**src/rtl/rdout_seq.sv**
```systemverilog
// Readout sequencer: free-running 16-phase frame counter plus an event FSM that
// streams the SCA sample addresses of one or two blocks and pops the trigger FIFO.
module rdout_seq #(
    parameter int TMR   = 0,
    parameter int NSAMP = 8
) (
    input  logic        CLK,
    input  logic        RST,
    input  logic        TEMPTY,
    input  logic [3:0]  BLKOUT,
    input  logic        SCND_BLK,
    input  logic        DBUSY,
    output logic [3:0]  STATE,
    output logic        PBEND,
    output logic        RD_ACT,
    output logic [3:0]  RD_BLK,
    output logic [3:0]  SMP_ADR,
    output logic        DRDY,
    output logic        LAST,
    output logic        TRGDONE,
    output logic        POPL1AN,
    output logic [11:0] EVT_CNT
);

    typedef enum logic [1:0] {
        IDLE = 2'd0,
        SAMP = 2'd1,
        DONE = 2'd2
    } fsm_t;

    localparam logic [3:0] SMP_END = 4'(NSAMP - 1);
    localparam int         NCP     = (TMR != 0) ? 3 : 1;
    // Protected state packed as {fsm[1:0], frame[3:0], armed}; reset leaves armed set.
    localparam logic [6:0] TMR_RST = 7'b00_0000_1;

    function automatic logic [6:0] maj3(input logic [6:0] a, input logic [6:0] b,
                                        input logic [6:0] c);
        return (a & b) | (a & c) | (b & c);
    endfunction

    logic [6:0]  tmr_q [NCP];
    logic [6:0]  tmr_d;
    logic [6:0]  tmr_v;

    fsm_t        fsm_v;
    fsm_t        fsm_d;
    logic [3:0]  frm_v;
    logic [3:0]  frm_d;
    logic        armed_v;
    logic        armed_d;

    logic        start_s;
    logic        xfer_s;
    logic        end_s;

    logic [3:0]  rd_blk_q,  rd_blk_d;
    logic [3:0]  smp_adr_q, smp_adr_d;
    logic        scnd_q,    scnd_d;
    logic        blk_idx_q, blk_idx_d;
    logic        drdy_q,    drdy_d;
    logic        last_q,    last_d;
    logic        rd_act_q,  rd_act_d;
    logic        trgdone_q, trgdone_d;
    logic        popl1an_q, popl1an_d;
    logic        pbend_q,   pbend_d;
    logic [11:0] evt_cnt_q, evt_cnt_d;

    generate
        if (TMR != 0) begin : g_vote
            assign tmr_v = maj3(tmr_q[0], tmr_q[1], tmr_q[2]);
        end else begin : g_single
            assign tmr_v = tmr_q[0];
        end
    endgenerate

    assign fsm_v   = fsm_t'(tmr_v[6:5]);
    assign frm_v   = tmr_v[4:1];
    assign armed_v = tmr_v[0];
    assign tmr_d   = {fsm_d, frm_d, armed_d};

    assign start_s = (fsm_v == IDLE) && (frm_v == 4'd3) && !TEMPTY && armed_v;
    assign xfer_s  = (fsm_v == SAMP) && !DBUSY;
    assign end_s   = (smp_adr_q == SMP_END) && (blk_idx_q || !scnd_q);

    // State register: protected copies of FSM, frame counter and armed flag.
    always_ff @(posedge CLK or posedge RST) begin
        if (RST) begin
            for (int i = 0; i < NCP; i++) begin
                tmr_q[i] <= TMR_RST;
            end
        end else begin
            for (int i = 0; i < NCP; i++) begin
                tmr_q[i] <= tmr_d;
            end
        end
    end

    // Next-state logic for the event FSM.
    always_comb begin
        fsm_d = fsm_v;
        case (fsm_v)
            IDLE: begin
                if (start_s) fsm_d = SAMP;
                else         fsm_d = IDLE;
            end
            SAMP: begin
                if (xfer_s && end_s) fsm_d = DONE;
                else                 fsm_d = SAMP;
            end
            DONE:    fsm_d = IDLE;
            default: fsm_d = IDLE;
        endcase
    end

    // Frame counter and armed flag; a pop in phase 1 must not re-arm in the same cycle.
    always_comb begin
        frm_d = frm_v + 4'd1;
        if (fsm_v == DONE) begin
            armed_d = 1'b0;
        end else if (frm_v == 4'd1) begin
            armed_d = 1'b1;
        end else begin
            armed_d = armed_v;
        end
    end

    // Output and datapath logic, computed from the next FSM state so outputs stay registered.
    always_comb begin
        rd_blk_d  = rd_blk_q;
        smp_adr_d = smp_adr_q;
        scnd_d    = scnd_q;
        blk_idx_d = blk_idx_q;
        if (start_s) begin
            rd_blk_d  = BLKOUT;
            scnd_d    = SCND_BLK;
            smp_adr_d = 4'd0;
            blk_idx_d = 1'b0;
        end else if (xfer_s && !end_s) begin
            if (smp_adr_q != SMP_END) begin
                smp_adr_d = smp_adr_q + 4'd1;
            end else begin
                rd_blk_d  = rd_blk_q + 4'd1;
                smp_adr_d = 4'd0;
                blk_idx_d = 1'b1;
            end
        end else begin
            rd_blk_d  = rd_blk_q;
            smp_adr_d = smp_adr_q;
        end
        drdy_d    = (fsm_d == SAMP);
        rd_act_d  = (fsm_d != IDLE);
        trgdone_d = (fsm_d == DONE);
        popl1an_d = (fsm_d == DONE);
        last_d    = drdy_d && (smp_adr_d == SMP_END) && (blk_idx_d || !scnd_d);
        pbend_d   = (frm_d == 4'd15);
        if (fsm_d == DONE) begin
            evt_cnt_d = evt_cnt_q + 12'd1;
        end else begin
            evt_cnt_d = evt_cnt_q;
        end
    end

    // Datapath and output registers.
    always_ff @(posedge CLK or posedge RST) begin
        if (RST) begin
            rd_blk_q  <= 4'd0;
            smp_adr_q <= 4'd0;
            scnd_q    <= 1'b0;
            blk_idx_q <= 1'b0;
            drdy_q    <= 1'b0;
            last_q    <= 1'b0;
            rd_act_q  <= 1'b0;
            trgdone_q <= 1'b0;
            popl1an_q <= 1'b0;
            pbend_q   <= 1'b0;
            evt_cnt_q <= 12'd0;
        end else begin
            rd_blk_q  <= rd_blk_d;
            smp_adr_q <= smp_adr_d;
            scnd_q    <= scnd_d;
            blk_idx_q <= blk_idx_d;
            drdy_q    <= drdy_d;
            last_q    <= last_d;
            rd_act_q  <= rd_act_d;
            trgdone_q <= trgdone_d;
            popl1an_q <= popl1an_d;
            pbend_q   <= pbend_d;
            evt_cnt_q <= evt_cnt_d;
        end
    end

    assign STATE   = frm_v;
    assign PBEND   = pbend_q;
    assign RD_ACT  = rd_act_q;
    assign RD_BLK  = rd_blk_q;
    assign SMP_ADR = smp_adr_q;
    assign DRDY    = drdy_q;
    assign LAST    = last_q;
    assign TRGDONE = trgdone_q;
    assign POPL1AN = popl1an_q;
    assign EVT_CNT = evt_cnt_q;

endmodule

```
**config.mk**
```make
export PLATFORM = sky130hd
export DESIGN_NAME = rdout_seq
export DESIGN_NICKNAME = d
export VERILOG_FILES = /design/src/rtl/rdout_seq.sv
export SDC_FILE = /design/constraint.sdc
export NUM_CORES = 1
export LEC_CHECK = 0
export BUFFER_PORTS_ARGS = -buffer_cell sky130_fd_sc_hd__buf_2
export CORE_MARGIN = 8
export CORE_UTILIZATION = 45
export DETAILED_ROUTE_END_ITERATION = 16
export PLACE_DENSITY = 0.69
export SETUP_SLACK_MARGIN = 0.5
export SYNTH_ARGS = -nofsm -noshare
export SYNTH_HDL_FRONTEND = slang
export SYNTH_SLANG_ARGS = --single-unit
```
**constraint.sdc**
```tcl
create_clock -name CLK -period 2.15 [get_ports CLK]
set_input_delay 0.1075 -clock CLK [delete_from_list [all_inputs] [get_ports CLK]]
set_output_delay 0.1075 -clock CLK [all_outputs]
set_load 0.02 [all_outputs]
```
==> impl_metrics.env, run 1 <==
export IMPL_multi_input_area_um2=739.5
export IMPL_end_kind="flip-flop"
export IMPL_antenna_found_initial=0
export IMPL_clk_pin_slew_ns=0.11
export IMPL_switchingPower_uw=881.6
export IMPL_synth_warning_count=0
export IMPL_cts_max_level=2
export IMPL_synth_seq_cells=34
export IMPL_io_pins=39
export IMPL_drt_iter0_markers=82
export IMPL_final_layout_size_suffix_gt1_share_pct=35.00
export IMPL_finalCritPeriodShare_pct=76.07
export IMPL_synth_cell_type_count=35
export IMPL_start_util_pct=45.56
export IMPL_io_buffers=38
export IMPL_grt_pass1_vias=1350
export IMPL_clkPwrFrac_pct=16.8
export IMPL_drv_slew=0
export IMPL_totalWireLength_um=3621
export IMPL_p_seq_share_pct=43.5
export IMPL_regArea_um2=853.3
export IMPL_grt_ovfl_total=0
export IMPL_clock_tree_buffer_depth=2
export IMPL_gp_congestion=0.8681
export IMPL_cts_num_sinks=34
export IMPL_die_w_um=76.19
export IMPL_whs_ns=0.01674
export IMPL_finalSetupTns_ns=0
export IMPL_startpoint_type="flip-flop"
export IMPL_avgRoutedWirePerCell_um=14.60
export IMPL_swShare_pct=40.11
export IMPL_fin_nets=214
export IMPL_area_growth_pct=24.41
export IMPL_status="completed"
export IMPL_first_pass_iters=4
export IMPL_cts_root_buf="clkbuf_4"
export IMPL_max_freq_mhz=611.5
export IMPL_design_core_area_um2=3578
export IMPL_power_share_combinational_pct=39.6
export IMPL_n_antenna_cell=0
export IMPL_hpwl_um=2558
export IMPL_path_max_fanout=8
export IMPL_power_leakage_uw=0.001020
export IMPL_synth_area_um2=1630
export IMPL_rsz0062_at_grt="yes"
export IMPL_worstMarginPinSlew_ns=0.4333
export IMPL_grt_pass1_wl_um=6127
export IMPL_finalCriticalPeriod_ns=1.635
export IMPL_n_fill_cell=320
export IMPL_clk_latency_ns=0.34
export IMPL_ys_seq_area_share_pct=52.26
export IMPL_grt_util_all_layers_pct=12.75
export IMPL_setup_violations_final=0
export IMPL_grt_max_degree=35
export IMPL_vias=1309
export IMPL_drc_errors=0
export IMPL_max_cap_violations=0
export IMPL_timing_final_hold_violations=0
export IMPL_syn_area_per_cell_um2=10.87
export IMPL_finClkSkew_ns=0.01341
export IMPL_ant_nets=0
export IMPL_max_slew_margin_pct=70.87
export IMPL_final_cell_mix="buf_2 (38), dfrtp_1 (32), xnor2_1 (12), nand4_1 (12), nor2_1 (11)"
export IMPL_cp_arrival_ns=1.86
export IMPL_p_int_uw=1316
export IMPL_num_rows=22
export IMPL_cts_buffers=5
export IMPL_crit_type="reg -> reg"
export IMPL_synth_nets=165
export IMPL_cp_required_ns=2.37
export IMPL_synth_edf_count=0
export IMPL_dieArea_um2=5805
export IMPL_final_common_cell="buf_2"
export IMPL_chipHeight_um=76.19
export IMPL_hold_class="in -> reg"
export IMPL_via_per_inst=5.278
export IMPL_synthArstFlopShare_pct=100.0
export IMPL_ys_flop_type="dfrtp_1"
export IMPL_max_vdd_ir_drop_mv=0.5588
export IMPL_cts_tree="yes"
export IMPL_p_per_area_nw_per_um2=1084
export IMPL_synth_cells=150
==> power by group through the flow <==
stage	clock, µW	combinational, µW	sequential, µW
floorplan	0	360	1100
CTS	382	819	946
global placement	0	686	969
finish	370	871	957
detailed placement	0	715	985
global route	414	955	977
==> cells in the mapped netlist (3+ instances only) <==
cell type / n / area (µm²)
o21ai_0: 3 / 15.01
inv_1: 5 / 18.77
dfrtp_1: 33 / 825.8
buf_4: 5 / 37.54
nand4_1: 12 / 75.07
xnor2_1: 12 / 105.1
xor2_1: 4 / 35.03
and3_1: 7 / 43.79
nor2_1: 11 / 41.29
ha_1: 6 / 75.07
nor3_1: 5 / 25.02
nand2_1: 9 / 33.78
nand3_1: 4 / 20.02
a21oi_1: 9 / 45.04
==> logic make-up after synthesis <==
family	Yosys count	share of synthesized area, %
buffers and inverters	14	5.296
AOI/OAI and AO/OA	17	5.986
muxes	3	1.919
adders and majority gates	6	4.605
DFF	34	52.26
and+or+nand+nor	60	21.34
xor gates and xnor gates	16	8.595
==> repair_timing <==
action                     CTS  global route
setup buffers                4             4
hold endpoints to repair    34             0
pin swaps                    1             8
setup endpoints to repair   17            16
resized for setup            6             7
hold buffers                 2             0
gates cloned                 1             0
==> path summary, 6_finish.rpt <==
check,from,end,slack (ns),cells after the start
setup / recovery,tmr_q[6],EVT_CNT[1],0.51,4
hold reg to reg,EVT_CNT[11],EVT_CNT[11],0.47,1
hold / removal,BLKOUT[1],RD_BLK[1],0.02,3
max in group asynchronous,RST,tmr_q[0],1.43,4
setup reg to reg,tmr_q[6],EVT_CNT[1],0.51,4
min in group asynchronous,RST,tmr_q[4],0.39,4
==> routing by layer <==
metal,track usage [%],wire (µm),vias to the layer above
met2,20.48,1729,52
met1,14.54,1583,628
met5,0,0,-
met3,5.778,261,6
li1,-,-,623
met4,4.615,47,0
==> sequential cells by signal, summed over array words and instances, names as in the netlist <==
signal and count:
tmr_q 7, DRDY 1, POPL1AN 1, EVT_CNT 12, scnd_q 1, LAST 1, PBEND 1, RD_BLK 4
blk_idx_q 1, SMP_ADR 4, RD_ACT 1
==> layout make-up <==
class / count / share of cell area (%)
flip-flops and latches: 34 / 42.07
well taps: 48 / 2.961
clock inverters: 1 / 0.2468
repair buffers: 51 / 14.62
clock buffers: 7 / 2.714
inverters: 5 / 0.9254
multi-input cells: 102 / 36.46
==> metrics by stage <==
| stage | instances | utilization, % | setup WS (ns) | total power (µW) | cell area [µm²] |
|---|---|---|---|---|---|
| 4_1_cts | 244 | 54.79 | 0.4755 | 2146 | 1961 |
| 2_1_floorplan | 150 | - | 0.3147 | 1456 | 1632 |
| 5_1_grt | 248 | 56.68 | 0.4299 | 2346 | 2028 |
| 3_3_place_gp | 229 | 51.12 | 0.2910 | 1655 | 1829 |
| 3_5_place_dp | 229 | 51.12 | 0.2363 | 1700 | 1829 |
| 6_report | 248 | 56.68 | 0.5146 | 2198 | 2028 |
==> worst max-delay path, stage by stage (launching register included) <==
cell and delay, ns:
dfrtp_1 0.40, or3b_4 0.43, nor4_4 0.20, buf_6 0.18, mux2_1 0.31
No activity file was read; power rests on OpenSTA's default activity.
==> inputs of run 2 (changes only) <==
- clock period: 2.15 -> 1.6 ns (I/O delays scaled with it)
==> impl_metrics.env, run 2 (synthesis results as in run 1) <==
export IMPL_grt_util_all_layers_pct=13.78
export IMPL_io_buffers=38
export IMPL_p_per_area_nw_per_um2=1486
export IMPL_design_core_area_um2=3578
export IMPL_setup_slack_ns=-0.03888
export IMPL_final_common_cell="buf_2"
export IMPL_crit_type="reg -> reg"
export IMPL_status="complete, but fails checks"
export IMPL_ant_nets=0
export IMPL_n_antenna_cell=0
export IMPL_cts_num_sinks=34
export IMPL_path_max_fanout=7
export IMPL_rsz0062_at_grt="yes"
export IMPL_grt_max_degree=35
export IMPL_cpPeakStageDelay_ns=0.41
export IMPL_cts_root_buf="clkbuf_4"
export IMPL_largest_register_ffs=12
export IMPL_path_cells="or3b_4, nor4_4, buf_6, mux2_4"
export IMPL_cp_arrival_ns=1.85
export IMPL_final_cell_mix="buf_2 (35), dfrtp_1 (26), buf_6 (18)"
export IMPL_dp_slack_ns=-0.1329
export IMPL_n_fill_cell=281
export IMPL_startpoint_type="flip-flop"
export IMPL_final_layout_size_suffix_gt1_share_pct=51.12
export IMPL_violations="negative setup slack"
export IMPL_first_pass_iters=4
export IMPL_clock_tree_buffer_depth=2
export IMPL_gp_congestion=0.8344
export IMPL_r2r_setup_slack_ns=-0.04
export IMPL_hpwl_um=2596
export IMPL_clk_latency_ns=0.34
export IMPL_drc_errors=0
export IMPL_fin_nets=237
export IMPL_avgRoutedWirePerCell_um=15.34
export IMPL_max_vdd_ir_drop_mv=0.6676
export IMPL_finalCriticalPeriod_ns=1.639
export IMPL_end_kind="flip-flop"
export IMPL_cts_max_level=2
export IMPL_placed_cell_area_um2=1911
export IMPL_worstMarginPinSlew_ns=0.4306
export IMPL_timing_final_hold_violations=0
export IMPL_finalCritPeriodShare_pct=102.4
export IMPL_io_pins=39
export IMPL_finClkSkew_ns=0.02106
export IMPL_die_w_um=76.19
export IMPL_cts_tree="yes"
export IMPL_start_util_pct=45.56
export IMPL_max_cap_violations=0
export IMPL_via_per_inst=5.255
export IMPL_dieArea_um2=5805
export IMPL_max_freq_mhz=610.2
export IMPL_chipHeight_um=76.19
export IMPL_cp_required_ns=1.82
export IMPL_vias=1424
export IMPL_grt_ovfl_total=0
export IMPL_drv_slew=0
export IMPL_antenna_found_initial=0
export IMPL_power_leakage_uw=0.001199
export IMPL_whs_ns=0.002805
export IMPL_grt_pass1_wl_um=6658
export IMPL_fin_area_um2=2449
export IMPL_area_growth_pct=50.19
export IMPL_setup_violations_final=6
export IMPL_max_slew_margin_pct=71.29
export IMPL_crit_slowest_cell="or3b_4"
export IMPL_clk_pin_slew_ns=0.11
export IMPL_grt_pass1_vias=1463
export IMPL_drt_iter0_markers=55
export IMPL_totalWireLength_um=4158
export IMPL_hold_class="in -> reg"
export IMPL_cts_buffers=5
export IMPL_num_rows=22
## run 2: cell count changes in the layout (fill, tap and decap cells not counted), sizes merged
cell         delta
buf            +20
dlygate4sd3     +3
clkinv          -1
clkbuf          +1
## run 2: final cells by class
type                    instances  area, µm²  area share, %
clock buffers                   8      58.81          2.402
inverters                       5      18.77         0.7665
repair buffers                 74      555.5          22.69
multi-input cells             102      894.6          36.54
flip-flops and latches         34      860.8          35.16
well taps                      48      60.06          2.453
## run 2: path summary, 6_finish.rpt
path	cells after the start	start	to
min reg2reg	1	EVT_CNT[11]	EVT_CNT[11]
min	3	BLKOUT[0]	RD_BLK[0]
min in group asynchronous	4	RST	DRDY
max in group asynchronous	4	RST	EVT_CNT[0]
max reg2reg	4	tmr_q[6]	EVT_CNT[1]
max	4	tmr_q[6]	EVT_CNT[1]
## run 2: critical path: cells and delay by family, from the launching register on
family / cells / cell delay (ns)
simple gates: 2 / 0.64
buf+inv: 1 / 0.18
mux: 1 / 0.29
flops: 1 / 0.40
## run 2: layer usage
metal,vias up,part of all wire (%),track usage (%)
met3,5,4.8,5.189
met5,-,0,0
met4,0,1.2,5.192
met2,39,52,23.39
met1,708,42,15.26
li1,672,-,-
## run 2: report_power, final
| part | internal, µW | leakage [µW] | total [µW] | switching (µW) |
|---|---|---|---|---|
| combinational | 912 | 0.000730 | 1850 | 940 |
| sequential | 1080 | 0.000436 | 1290 | 218 |
| clock | 217 | 0.0000326 | 491 | 275 |
## run 2: timing repair
action | CTS | global route
cloned | 1 | 0
resized for setup | 39 | 30
buffers inserted | 11 | 8
endpoints found under the setup margin | 31 | 35
pin swaps | 16 | 11
endpoints found under the hold margin | 37 | 0
hold buffers | 5 | 0
## run 2: metrics by stage
step / util (%) / std cells / total power, µW / TNS, ns
6_report: 68.43 / 271 / 3639 / -0.07577
5_1_grt: 68.43 / 271 / 3853 / -0.8031
4_1_cts: 63.04 / 263 / 3328 / -0.001621
3_5_place_dp: 53.39 / 238 / 2421 / -0.9462
3_3_place_gp: 53.39 / 238 / 2361 / -0.2607
2_1_floorplan: - / 150 / 1992 / -1.921
==> inputs of run 3 (changes only) <==
--- a/config.mk
+++ b/config.mk
@@ -8,7 +8,7 @@
 export BUFFER_PORTS_ARGS = -buffer_cell sky130_fd_sc_hd__buf_2
 export CORE_MARGIN = 8
-export CORE_UTILIZATION = 45
+export CORE_UTILIZATION = 52
 export DETAILED_ROUTE_END_ITERATION = 16
-export PLACE_DENSITY = 0.69
+export PLACE_DENSITY = 0.78
 export SETUP_SLACK_MARGIN = 0.5
 export SYNTH_ARGS = -nofsm -noshare
==> constraint.sdc (replaced) <==
create_clock -name CLK -period 1.6 [get_ports CLK]
set_input_delay 0.08 -clock CLK [delete_from_list [all_inputs] [get_ports CLK]]
set_output_delay 0.08 -clock CLK [all_outputs]
set_load 0.005 [all_outputs]
==> impl_metrics.env, run 3 (synthesis results as in run 1) <==
export IMPL_io_pins=39
export IMPL_grt_util_all_layers_pct=16.60
export IMPL_fin_nets=236
export IMPL_avgRoutedWirePerCell_um=19.00
export IMPL_ant_nets=0
export IMPL_fin_area_um2=2422
export IMPL_status="complete, but fails checks"
export IMPL_dieArea_um2=5183
export IMPL_gp_congestion=0.9221
export IMPL_reg2reg_to="SMP_ADR[3]"
export IMPL_finalCriticalPeriod_ns=1.665
export IMPL_power_uw=3352
export IMPL_area_growth_pct=48.58
export IMPL_whs_ns=0.06291
export IMPL_multi_input_area_um2=928.4
export IMPL_max_slew_margin_pct=71.32
export IMPL_largest_register_ffs=12
export IMPL_drt_iter0_markers=109
export IMPL_worstMarginPinSlew_ns=0.4301
export IMPL_max_cap_violations=0
export IMPL_end_kind="flip-flop"
export IMPL_start_util_pct=53.84
export IMPL_drc_errors=0
export IMPL_timing_final_hold_violations=0
export IMPL_final_common_cell="buf_2"
export IMPL_path_max_fanout=7
export IMPL_finalCritPeriodShare_pct=104.1
export IMPL_totalWireLength_um=5034
export IMPL_whs_path_depth=3
export IMPL_hold_start="DBUSY"
export IMPL_num_rows=20
export IMPL_n_fill_cell=174
export IMPL_grt_pass1_wl_um=6672
export IMPL_grt_pass1_vias=1465
export IMPL_reg2reg_from="tmr_q[6]"
export IMPL_cts_root_buf="clkbuf_4"
export IMPL_io_buffers=38
export IMPL_violations="negative setup slack"
export IMPL_cp_arrival_ns=1.95
export IMPL_drv_slew=0
export IMPL_crit_type="reg -> reg"
export IMPL_hold_class="in -> reg"
export IMPL_antenna_found_initial=0
export IMPL_vias=1462
export IMPL_rsz0062_at_grt="yes"
export IMPL_grt_ovfl_total=0
export IMPL_p_per_area_nw_per_um2=1384
export IMPL_final_layout_size_suffix_gt1_share_pct=52.94
export IMPL_cts_buffers=5
export IMPL_power_leakage_uw=0.001159
export IMPL_max_freq_mhz=600.4
export IMPL_chipHeight_um=72.00
export IMPL_final_cell_mix="buf_2 (36), dfrtp_1 (29), buf_4 (19)"
export IMPL_regArea_um2=857.1
export IMPL_hold_path_end="LAST"
export IMPL_grt_max_degree=35
export IMPL_dpl_cell_count=234
export IMPL_placed_cell_area_um2=1917
export IMPL_clock_tree_buffer_depth=2
export IMPL_n_antenna_cell=0
export IMPL_die_w_um=72.00
export IMPL_clk_pin_slew_ns=0.11
export IMPL_r2r_setup_slack_ns=-0.07
export IMPL_worst_r2r_path_depth=4
export IMPL_finalNonFillerCells=265
export IMPL_finClkSkew_ns=0.02006
export IMPL_first_pass_iters=4
export IMPL_cts_tree="yes"
export IMPL_setup_slack_ns=-0.06542
export IMPL_hpwl_um=2585
export IMPL_setup_violations_final=1
export IMPL_via_per_inst=5.517
export IMPL_cts_max_level=2
export IMPL_cp_required_ns=1.88
export IMPL_max_vdd_ir_drop_mv=0.5866
export IMPL_design_core_area_um2=3028
export IMPL_cts_num_sinks=34
export IMPL_clk_latency_ns=0.35
export IMPL_startpoint_type="flip-flop"
run 3: cell count changes in the layout (fill, tap and decap cells not counted), moves of 2 or more:
cell	before	now
buf_4	15	19
buf_6	18	12
dfrtp_1	26	29
dfrtp_2	7	4
nand3_1	4	2
nor2_1	11	5
nor2_2	0	3
nor2_4	0	3
nor3_2	0	2
o21ai_1	0	2
o21ai_2	4	1
run 3: critical path, stage by stage, from the launching register on:
cell and delay, ns:
dfrtp_1 0.39, or3b_4 0.42, buf_4 0.19, or4_1 0.45, a21oi_2 0.16
run 3: per-layer routing:
layer	up-vias	global-route usage, %	share of wire (%)
li1	662	-	-
met1	709	18.09	37
met2	67	27.94	52
met4	0	7.029	4.1
met3	24	6.612	6.8
met5	-	0	0
run 3: cell type report:
class / instances / share of cell area [%]
multi-input cells: 102 / 38.33
repair buffers: 73 / 21.38
flip-flops and latches: 34 / 35.38
well taps: 44 / 2.273
clock buffers: 7 / 1.860
inverters: 5 / 0.7748
run 3: worst max-delay path by stage:
stage | from | endpoint | slack, ns
3_3_place_gp | tmr_q[6] | EVT_CNT[1] | 0.02
4_1_cts | tmr_q[6] | EVT_CNT[1] | 0.02
2_1_floorplan | tmr_q[6] | EVT_CNT[3] | -0.13
5_1_grt | tmr_q[6] | SMP_ADR[3] | -0.09
6_report | tmr_q[6] | SMP_ADR[3] | -0.07
3_5_place_dp | tmr_q[6] | EVT_CNT[1] | -0.02
run 3: where the power goes:
group          total [µW]  switching [µW]  internal (µW)
Combinational        1600             769            828
Sequential           1310             238           1070
Clock                 447             281            165
run 3: repair_timing:
action                                 in CTS  in global routing
endpoints found under the hold margin      38                  0
cloned                                      1                  0
gates resized for setup                    19                 43
setup endpoints to repair                  33                 35
setup buffers                               8                  9
hold buffers                                6                  0
pin swaps                                  10                 22
run 3: metrics by stage:
| step | worst slack, ns | TNS [ns] | utilization (%) |
|---|---|---|---|
| floorplan | -0.1262 | -0.6529 | - |
| global placement | 0.02462 | 0 | 63.31 |
| detailed placement | -0.02209 | -0.03905 | 63.31 |
| CTS | 0.01536 | 0 | 71.41 |
| global route | -0.08633 | -0.3521 | 80.00 |
| finish | -0.06542 | -0.06542 | 80.00 |
